--- config.mk ---
export PLATFORM = sky130hd
export DESIGN_NAME = fft4_frame_ctrl
export DESIGN_NICKNAME = d
export VERILOG_FILES = /design/src/rtl/fft4_pkg.sv /design/src/rtl/DIF_FFT_4_point.sv /design/src/rtl/fft4_frame_ctrl.sv
export SDC_FILE = /design/constraint.sdc
export NUM_CORES = 1
export LEC_CHECK = 0
export CAP_MARGIN = 40
export CORE_UTILIZATION = 67
export CTS_CLUSTER_DIAMETER = 60
export CTS_CLUSTER_SIZE = 40
export DETAILED_ROUTE_END_ITERATION = 8
export PLACE_DENSITY = 0.87
export SLEW_MARGIN = 20
export SYNTH_ARGS = -nofsm -noshare
export SYNTH_HDL_FRONTEND = slang
export SYNTH_SLANG_ARGS = --single-unit
export TNS_END_PERCENT = 5
--- constraint.sdc ---
create_clock -name clk -period 7.65 [get_ports clk]
set_clock_uncertainty 0.2 [all_clocks]
set_input_delay 0.765 -clock clk [delete_from_list [all_inputs] [get_ports clk]]
set_output_delay 0.765 -clock clk [all_outputs]
set_load 0.05 [all_outputs]
--- src/rtl/fft4_pkg.sv ---
// Shared types and constants for the 4-point FFT frame sequencer.
package fft4_pkg;

   localparam int unsigned SAMPLE_W  = 16;
   localparam int unsigned FRAME_LEN = 4;

   typedef enum logic [1:0] {
      COLLECT,
      COMPUTE,
      DRAIN
   } state_t;

   // Swaps the two index bits; maps natural bin order to core output order and back.
   function automatic logic [1:0] bitrev2(input logic [1:0] v);
      return {v[0], v[1]};
   endfunction

endpackage

--- src/rtl/DIF_FFT_4_point.sv ---
// 4-point radix-2 DIF FFT core, signed complex, results registered one cycle
// after the inputs. Output order is bit-reversed: y0=X0, y1=X2, y2=X1, y3=X3.
// Arithmetic wraps modulo 2^SAMPLE_W with no scaling.
module DIF_FFT_4_point
   import fft4_pkg::*;
(
   input  logic                       clk,
   input  logic                       reset,
   input  logic signed [SAMPLE_W-1:0] x0_re,
   input  logic signed [SAMPLE_W-1:0] x0_im,
   input  logic signed [SAMPLE_W-1:0] x1_re,
   input  logic signed [SAMPLE_W-1:0] x1_im,
   input  logic signed [SAMPLE_W-1:0] x2_re,
   input  logic signed [SAMPLE_W-1:0] x2_im,
   input  logic signed [SAMPLE_W-1:0] x3_re,
   input  logic signed [SAMPLE_W-1:0] x3_im,
   output logic signed [SAMPLE_W-1:0] y0_re,
   output logic signed [SAMPLE_W-1:0] y0_im,
   output logic signed [SAMPLE_W-1:0] y1_re,
   output logic signed [SAMPLE_W-1:0] y1_im,
   output logic signed [SAMPLE_W-1:0] y2_re,
   output logic signed [SAMPLE_W-1:0] y2_im,
   output logic signed [SAMPLE_W-1:0] y3_re,
   output logic signed [SAMPLE_W-1:0] y3_im
);

   logic signed [SAMPLE_W-1:0] a_re, a_im, b_re, b_im;
   logic signed [SAMPLE_W-1:0] c_re, c_im, e_re, e_im;

   // First butterfly stage: sums and differences of the half-frame pairs.
   always_comb begin
      a_re = x0_re + x2_re;
      a_im = x0_im + x2_im;
      b_re = x1_re + x3_re;
      b_im = x1_im + x3_im;
      c_re = x0_re - x2_re;
      c_im = x0_im - x2_im;
      e_re = x1_re - x3_re;
      e_im = x1_im - x3_im;
   end

   // Second stage with the -j twiddle on the odd branch, registered.
   always_ff @(posedge clk) begin
      if (reset) begin
         y0_re <= '0;
         y0_im <= '0;
         y1_re <= '0;
         y1_im <= '0;
         y2_re <= '0;
         y2_im <= '0;
         y3_re <= '0;
         y3_im <= '0;
      end else begin
         y0_re <= a_re + b_re;
         y0_im <= a_im + b_im;
         y1_re <= a_re - b_re;
         y1_im <= a_im - b_im;
         y2_re <= c_re + e_im;
         y2_im <= c_im - e_re;
         y3_re <= c_re - e_im;
         y3_im <= c_im + e_re;
      end
   end

endmodule

--- src/rtl/fft4_frame_ctrl.sv ---
// Frame sequencer for the 4-point DIF FFT core: collects four samples,
// waits one compute cycle, then drains four bins over valid/ready.
// Optional macro FFT4_CTRL_NATURAL_ORDER_EN: drain bins in natural k order
// instead of the core's bit-reversed order.
module fft4_frame_ctrl
   import fft4_pkg::*;
#(
   parameter int unsigned FRAME_CNT_W = 16
)
(
   input  logic                       clk,
   input  logic                       reset,
   input  logic                       in_valid,
   output logic                       in_ready,
   input  logic                       in_sof,
   input  logic signed [SAMPLE_W-1:0] in_re,
   input  logic signed [SAMPLE_W-1:0] in_im,
   output logic                       out_valid,
   input  logic                       out_ready,
   output logic signed [SAMPLE_W-1:0] out_re,
   output logic signed [SAMPLE_W-1:0] out_im,
   output logic [1:0]                 out_idx,
   output logic                       out_last,
   output logic                       busy,
   output logic                       sync_err,
   output logic [FRAME_CNT_W-1:0]     frame_cnt
);

   state_t state, state_nxt;
   logic [1:0] cnt, cnt_nxt;
   logic [1:0] d, d_nxt;
   logic [1:0] wr_idx, sel, idx;
   logic       wr_en, resync, frame_done;

   logic signed [SAMPLE_W-1:0] samp_re [FRAME_LEN];
   logic signed [SAMPLE_W-1:0] samp_im [FRAME_LEN];
   logic signed [SAMPLE_W-1:0] y_re [FRAME_LEN];
   logic signed [SAMPLE_W-1:0] y_im [FRAME_LEN];

   DIF_FFT_4_point u_core (
      .clk   (clk),
      .reset (reset),
      .x0_re (samp_re[0]),
      .x0_im (samp_im[0]),
      .x1_re (samp_re[1]),
      .x1_im (samp_im[1]),
      .x2_re (samp_re[2]),
      .x2_im (samp_im[2]),
      .x3_re (samp_re[3]),
      .x3_im (samp_im[3]),
      .y0_re (y_re[0]),
      .y0_im (y_im[0]),
      .y1_re (y_re[1]),
      .y1_im (y_im[1]),
      .y2_re (y_re[2]),
      .y2_im (y_im[2]),
      .y3_re (y_re[3]),
      .y3_im (y_im[3])
   );

   // State register.
   always_ff @(posedge clk) begin
      if (reset) state <= COLLECT;
      else       state <= state_nxt;
   end

   // Sample counter, drain index, resync pulse and completed-frame counter.
   always_ff @(posedge clk) begin
      if (reset) begin
         cnt       <= '0;
         d         <= '0;
         sync_err  <= 1'b0;
         frame_cnt <= '0;
      end else begin
         cnt      <= cnt_nxt;
         d        <= d_nxt;
         sync_err <= resync;
         if (frame_done) frame_cnt <= frame_cnt + 1'b1;
      end
   end

   // Frame buffer feeding the core; only written while collecting.
   always_ff @(posedge clk) begin
      if (reset) begin
         for (int unsigned i = 0; i < FRAME_LEN; i++) begin
            samp_re[i] <= '0;
            samp_im[i] <= '0;
         end
      end else if (wr_en) begin
         samp_re[wr_idx] <= in_re;
         samp_im[wr_idx] <= in_im;
      end
   end

   // Next-state, handshakes and bin output mux.
   always_comb begin
      state_nxt  = state;
      cnt_nxt    = cnt;
      d_nxt      = d;
      wr_en      = 1'b0;
      wr_idx     = cnt;
      resync     = 1'b0;
      frame_done = 1'b0;
      in_ready   = 1'b0;
      out_valid  = 1'b0;
      out_last   = 1'b0;
      out_idx    = '0;
      out_re     = '0;
      out_im     = '0;
      busy       = (state != COLLECT) || (cnt != '0);
`ifdef FFT4_CTRL_NATURAL_ORDER_EN
      sel = bitrev2(d);
      idx = d;
`else
      sel = d;
      idx = bitrev2(d);
`endif
      unique case (state)
         COLLECT: begin
            in_ready = !reset;
            if (in_valid && in_ready) begin
               wr_en = 1'b1;
               if (in_sof && (cnt != '0)) begin
                  // Mid-frame start-of-frame: discard the partial frame.
                  wr_idx  = '0;
                  cnt_nxt = 2'd1;
                  resync  = 1'b1;
               end else begin
                  cnt_nxt = cnt + 2'd1;
                  if (cnt == 2'(FRAME_LEN - 1)) state_nxt = COMPUTE;
               end
            end
         end
         COMPUTE: begin
            state_nxt = DRAIN;
         end
         DRAIN: begin
            out_valid = 1'b1;
            out_last  = (d == 2'(FRAME_LEN - 1));
            out_idx   = idx;
            out_re    = y_re[sel];
            out_im    = y_im[sel];
            if (out_ready) begin
               if (out_last) begin
                  d_nxt      = '0;
                  cnt_nxt    = '0;
                  state_nxt  = COLLECT;
                  frame_done = 1'b1;
               end else begin
                  d_nxt = d + 2'd1;
               end
            end
         end
         default: state_nxt = COLLECT;
      endcase
   end

endmodule

Word-level counts from Yosys, hierarchy flattened. Memory sizes are Yosys's and may differ from the RTL's. Index checks and enable logic that the tools add are counted.

Output and inout port bits: 55. RAM bits: 128. Flip-flop bits (word level): 151. Memories kept: 2. Bits of input ports: 37. Logic and storage cells: 103.

Reduce and logical (&&, ||, !) cells: 14. Multiplexer cells: 42. Equal/unequal tests: 9. Magnitude comparators: 1. $add $sub $neg: 19. Bitwise gates (word level): 3.

Memories: samp_im (depth 4, width 16, rd ports 4, clocked after memory_dff 0, write ports 4, line fft4_frame_ctrl.sv:36) `logic signed [SAMPLE_W-1:0] samp_im [FRAME_LEN];`; samp_re (depth 4, width 16, rd ports 4, clocked after memory_dff 0, write ports 4, line fft4_frame_ctrl.sv:35) `logic signed [SAMPLE_W-1:0] samp_re [FRAME_LEN];`.

Operators by type and width (count): adder 16 bit (8); 2-to-1 mux 16 bit (8); subtractor 16 bit (8); binary-select mux 16 bit (select 2 bit) (2); OR reduction 16 bit (2); 2-to-1 mux 2 bit (14); adder 16 x 1 -> 16 bit, second input constant (1); 2-to-1 mux 1 bit (16); != test 2 bit, second input constant (5); == test 2 bit, second input constant (3); one-hot mux 2 bit (3 select lines) (1); nonzero test 2 bit (3); AND reduction 5 bit (1); adder 2 x 1 -> 2 bit, second input constant (2); one-hot mux 2 bit (2 select lines) (1); AND reduction 4 bit (1); >= comparator 3 bit, second input constant (1); inverter 2 -> 3 bit (1); OR reduction 3 bit (1); == test 2 x 1 -> 1 bit, second input constant (1); logical AND 1 bit (2); logical NOT 2 bit (1); inverter 1 bit (2); AND reduction 2 bit (1); other kinds (2) (2).

Longest topological paths before layout.
Word-level depth: 9. Depth in mapped cells: 21. Gate-level depth less buffers: 20.

Cells and area by module. A second synthesis with hierarchy kept.

Cells, all modules: 2325. Area, all modules: 20926.3 sq um.

By module, submodules not included: DIF_FFT_4_point (instances 1, area an instance 14071.0 sq um, sequential area each 2482.4 sq um, cells each 1838); fft4_frame_ctrl (instances 1, area an instance 6855.3 sq um, sequential area each 4304.1 sq um, cells each 487).

Least setup slack after synthesis. Ideal clock, no wire load.

Kind: register to register. Start point: memory samp_re[2][0]. End point: register u_core.y2_re[15]. Path buffers: 1. Arrival: 3.839 ns. Path slack: 3.490 ns. Cell stages (with the launch flop): 21. Period minus slack after synthesis: 4.160 ns. Data required time: 7.329 ns. Setup time: 0.121 ns. Path through: edfxtp_1 ha_1 fa_1 nor2b_1 o21ai_1 a21boi_0 o21ai_1 nor2b_1 o21bai_1 a21oi_1 xnor2_1 ha_1 clkbuf_1 a21o_1 a21o_1 nor2_1 a21oi_1 or4_1 a31oi_1 nor2_1 mux2_2.

RTL lines: from (decl) (line fft4_frame_ctrl.sv:35); to (signal assigned) (line DIF_FFT_4_point.sv:58) `y2_re <= c_re + e_im;`; to (decl) (line DIF_FFT_4_point.sv:21) `output logic signed [SAMPLE_W-1:0] y2_re,`.

==> flow_summary_export.csv <==
group,metric,value,unit
flow_run,drv_cap,0,
clock_tree,post_cts_buffers,0,
finish,area_delta_synth_final,9.98,%
floorplan,fp-row-count,64,
clock_tree,cts_buffers,23,
finish,multi_input_area,12700,µm²
finish,insertedDiodeCount,0,
finish,final_area,22800,µm²
timing,tns,0,ns
logic_synthesis,synth_area_leaders,"edfxtp_1 (19%), ha_1 (15%), dfxtp_1 (14%), xnor2_1 (7.5%), nor2_1 (4.4%)",
clock_tree,cts-hold-fix-buffers,0,
place,numPortBuffers,91,
clock_tree,insertion_delay,0.55,ns
timing,relSlewSlack,45.1,%
status,status,"finished, final reports clean",
detailed_routing,first_iter_violations,1787,
place,placed_cell_area,21900,µm²
pwr,power.internal,3.59,mW
place,gp_congestion,0.986,
logic_synthesis,synthTopCellsByCount,"ha_1 (244), nor2_1 (244), inv_1 (225)",
pwr,netSwitchingPower,2.40,mW
worst_setup_path,required,7.87,ns
logic_synthesis,synth.cell_area,20700,µm²
clock_tree,clk_path_buf_depth,3,
clock_tree,cts_tree,"yes",
finish,n_fill_cell,2194,
place,post-place-ws,3.07,ns
timing,drv_slew,0,
pwr,peakVddDrop,0.231,mV
finish,seq_area,6790,µm²
timing,rsz0062_at_grt,"no",
timing,worst_slew_pin_slew,0.823,ns
finish,final_nets,2616,
timing,hold_viol,0,
logic_synthesis,synth-seq-area-share,32.8,%
logic_synthesis,synth_nets,2586,
global_routing,grt_pass1_wl,86300,µm
logic_synthesis,synth_edf_count,128,
floorplan,die_height,178,µm
worst_setup_path,setup.worst_path.end_class,"flip-flop",
global_routing,overflow,0,
detailed_routing,wire_per_inst,20.7,µm
pwr,power-per-cell-area,263,nW/µm²
detailed_routing,vias,16771,
floorplan,die_area,31600,µm²
timing,layout_setup_ws,2.93,ns
timing,fin_crit,4.72,ns
logic_synthesis,synth_flop_cell,"dfxtp_1",
logic_synthesis,synth_cell_types,80,
pwr,clkPwrFrac,22.1,%
floorplan,die_w,178,µm
global_routing,grt_max_degree,86,
detailed_routing,firstDrtPassIters,7,
hold_path,hp-class,"flip-flop to flip-flop",
clock_tree,post_cts_resized,0,
pwr,p_sw_share,40.1,%
place,hpwl,44300,µm
global_routing,first_global_vias,15579,
worst_setup_path,crit_type,"flip-flop to flip-flop",
clock_tree,h-tree-depth,1,
logic_synthesis,synth-async-reset-ratio,0,%
floorplan,core_area,30500,µm²
pwr,share_comb_of_total_power,45.5,%
floorplan,io_pins,92,
detailed_routing,via_per_inst,6.14,
logic_synthesis,yosys_warnings,0,
logic_synthesis,synth-seq-cells,275,
timing,clock.fmax,212,MHz
timing,holdWs,0.325,ns
timing,setup_viol,0,
timing,finalCritPeriodShare,61.7,%
floorplan,initial_core_util,67.9,%
global_routing,track_usage,35.8,%
global_routing,antenna_found_initial,0,
finish,drive_gt1_share,5.14,%
detailed_routing,drtAntennaViolNets,0,
logic_synthesis,avgSynthCellArea,9.05,µm²
logic_synthesis,synth_largest_area_cell,"edfxtp_1",
logic_synthesis,synthCells,2289,
pwr,total_power,5.99,mW
worst_setup_path,cp_max_fo,7,
worst_setup_path,arrival,4.94,ns
worst_setup_path,critPathLaunchType,"flip-flop",
detailed_routing,drc,0,
pwr,p_leak,9.87,nW
clock_tree,cts_root_buffer,"clkbuf_16",
clock_tree,path_clk_slew,0.08,ns
detailed_routing,drt-total-wl,56600,µm
pwr,p_seq_share,32.4,%
clock_tree,cts_sinks,275,
logic_synthesis,synth_top_area_share,18.6,%
-- routing by layer --
| metal | vias to the layer above | global-route usage (%) | wire length (µm) |
|---|---|---|---|
| met5 | - | 0 | 0 |
| met1 | 7898 | 52.0 | 25100 |
| li1 | 7925 | - | - |
| met2 | 838 | 54.5 | 24300 |
| met3 | 110 | 5.91 | 5430 |
| met4 | 0 | 10.9 | 1750 |
-- power by group through the flow --
stage / logic, mW / clock network, mW / registers, mW
after global routing: 2.97 / 1.39 / 1.96
after floorplan: 2.01 / 0 / 1.92
final: 2.73 / 1.32 / 1.94
after global placement: 2.58 / 0 / 1.95
after detailed placement: 2.63 / 0 / 1.97
after CTS: 2.66 / 1.33 / 1.94
-- stage by stage --
step,instances,util [%]
final,2731,74.7
after global routing,2731,74.7
after CTS,2729,74.5
after detailed placement,2688,71.6
after global placement,2687,71.6
after floorplan,2289,-
-- state kept, by name (all words and copies together) (netlist names) --
signal        flops
samp_re          64
cnt               2
sync_err          1
u_core.y1_re     16
u_core.y3_re     16
u_core.y2_re     15
d                 2
u_core.y0_im     15
state             2
u_core.y0_re     15
frame_cnt        16
u_core.y1_im     16
u_core.y3_im     16
u_core.y2_im     15
samp_im          64
-- logic make-up (layout without fill, tap and decap cells) --
group / after synthesis / after routing / share of synthesized area (%)
mux: 37 / 37 / 3.62
flops: 275 / 275 / 32.8
xor+xnor: 222 / 222 / 9.38
compound gates: 484 / 484 / 15.1
buf+inv: 330 / 376 / 6.09
fa+ha+maj: 260 / 260 / 16.3
simple gates: 681 / 681 / 16.8
-- layout make-up --
class | instances | area share, %
Multi-Input combinational cell | 1684 | 55.8
Sequential cell | 275 | 29.8
Timing Repair Buffer | 106 | 4.61
Inverter | 229 | 3.77
Clock buffer | 24 | 2.64
Tap cell | 396 | 2.17
Clock inverter | 17 | 1.26
-- cells in the final DEF, fill, tap and decap left out, types with 67 or more instances in the layout --
| cell | synthesis | routed |
|---|---|---|
| ha_1 | 244 | 244 |
| nor2_1 | 244 | 243 |
| inv_1 | 225 | 225 |
| a21oi_1 | 179 | 179 |
| xnor2_1 | 177 | 177 |
| dfxtp_1 | 147 | 146 |
| edfxtp_1 | 128 | 128 |
| and2_1 | 104 | 104 |
| clkdlybuf4s50_1 | 0 | 90 |
| and3_1 | 78 | 78 |
| o21ai_0 | 68 | 67 |
-- final timing paths --
path,from,end,slack (ns),cells past startpoint
worst max-delay path,samp_re[0][0]$_SDFFCE_PN0P_,u_core.y2_re[15]$_SDFF_PP0_,2.93,20
worst min register to register,frame_cnt[15]$_SDFFE_PP0P_,frame_cnt[15]$_SDFFE_PP0P_,0.33,2
worst min-delay path,frame_cnt[15]$_SDFFE_PP0P_,frame_cnt[15]$_SDFFE_PP0P_,0.33,2
worst max register to register,samp_re[0][0]$_SDFFCE_PN0P_,u_core.y2_re[15]$_SDFF_PP0_,2.93,20
-- critical path: stages (launching register included) --
cell and delay (ns):
edfxtp_1 0.37, inv_1 0.05, ha_1 0.22, fa_1 0.42, nor2b_1 0.13, o21ai_1 0.08, a21boi_0 0.26, o21ai_1 0.11
nor2b_1 0.16, o21bai_1 0.13, a21oi_1 0.09, xnor2_1 0.34, ha_1 0.40, a21o_1 0.25, a21o_1 0.20, nor2_1 0.09
a21oi_1 0.12, or4_1 0.43, a31oi_1 0.21, nor2_1 0.06, mux2_2 0.28
Power figures use the tool's default switching activity.
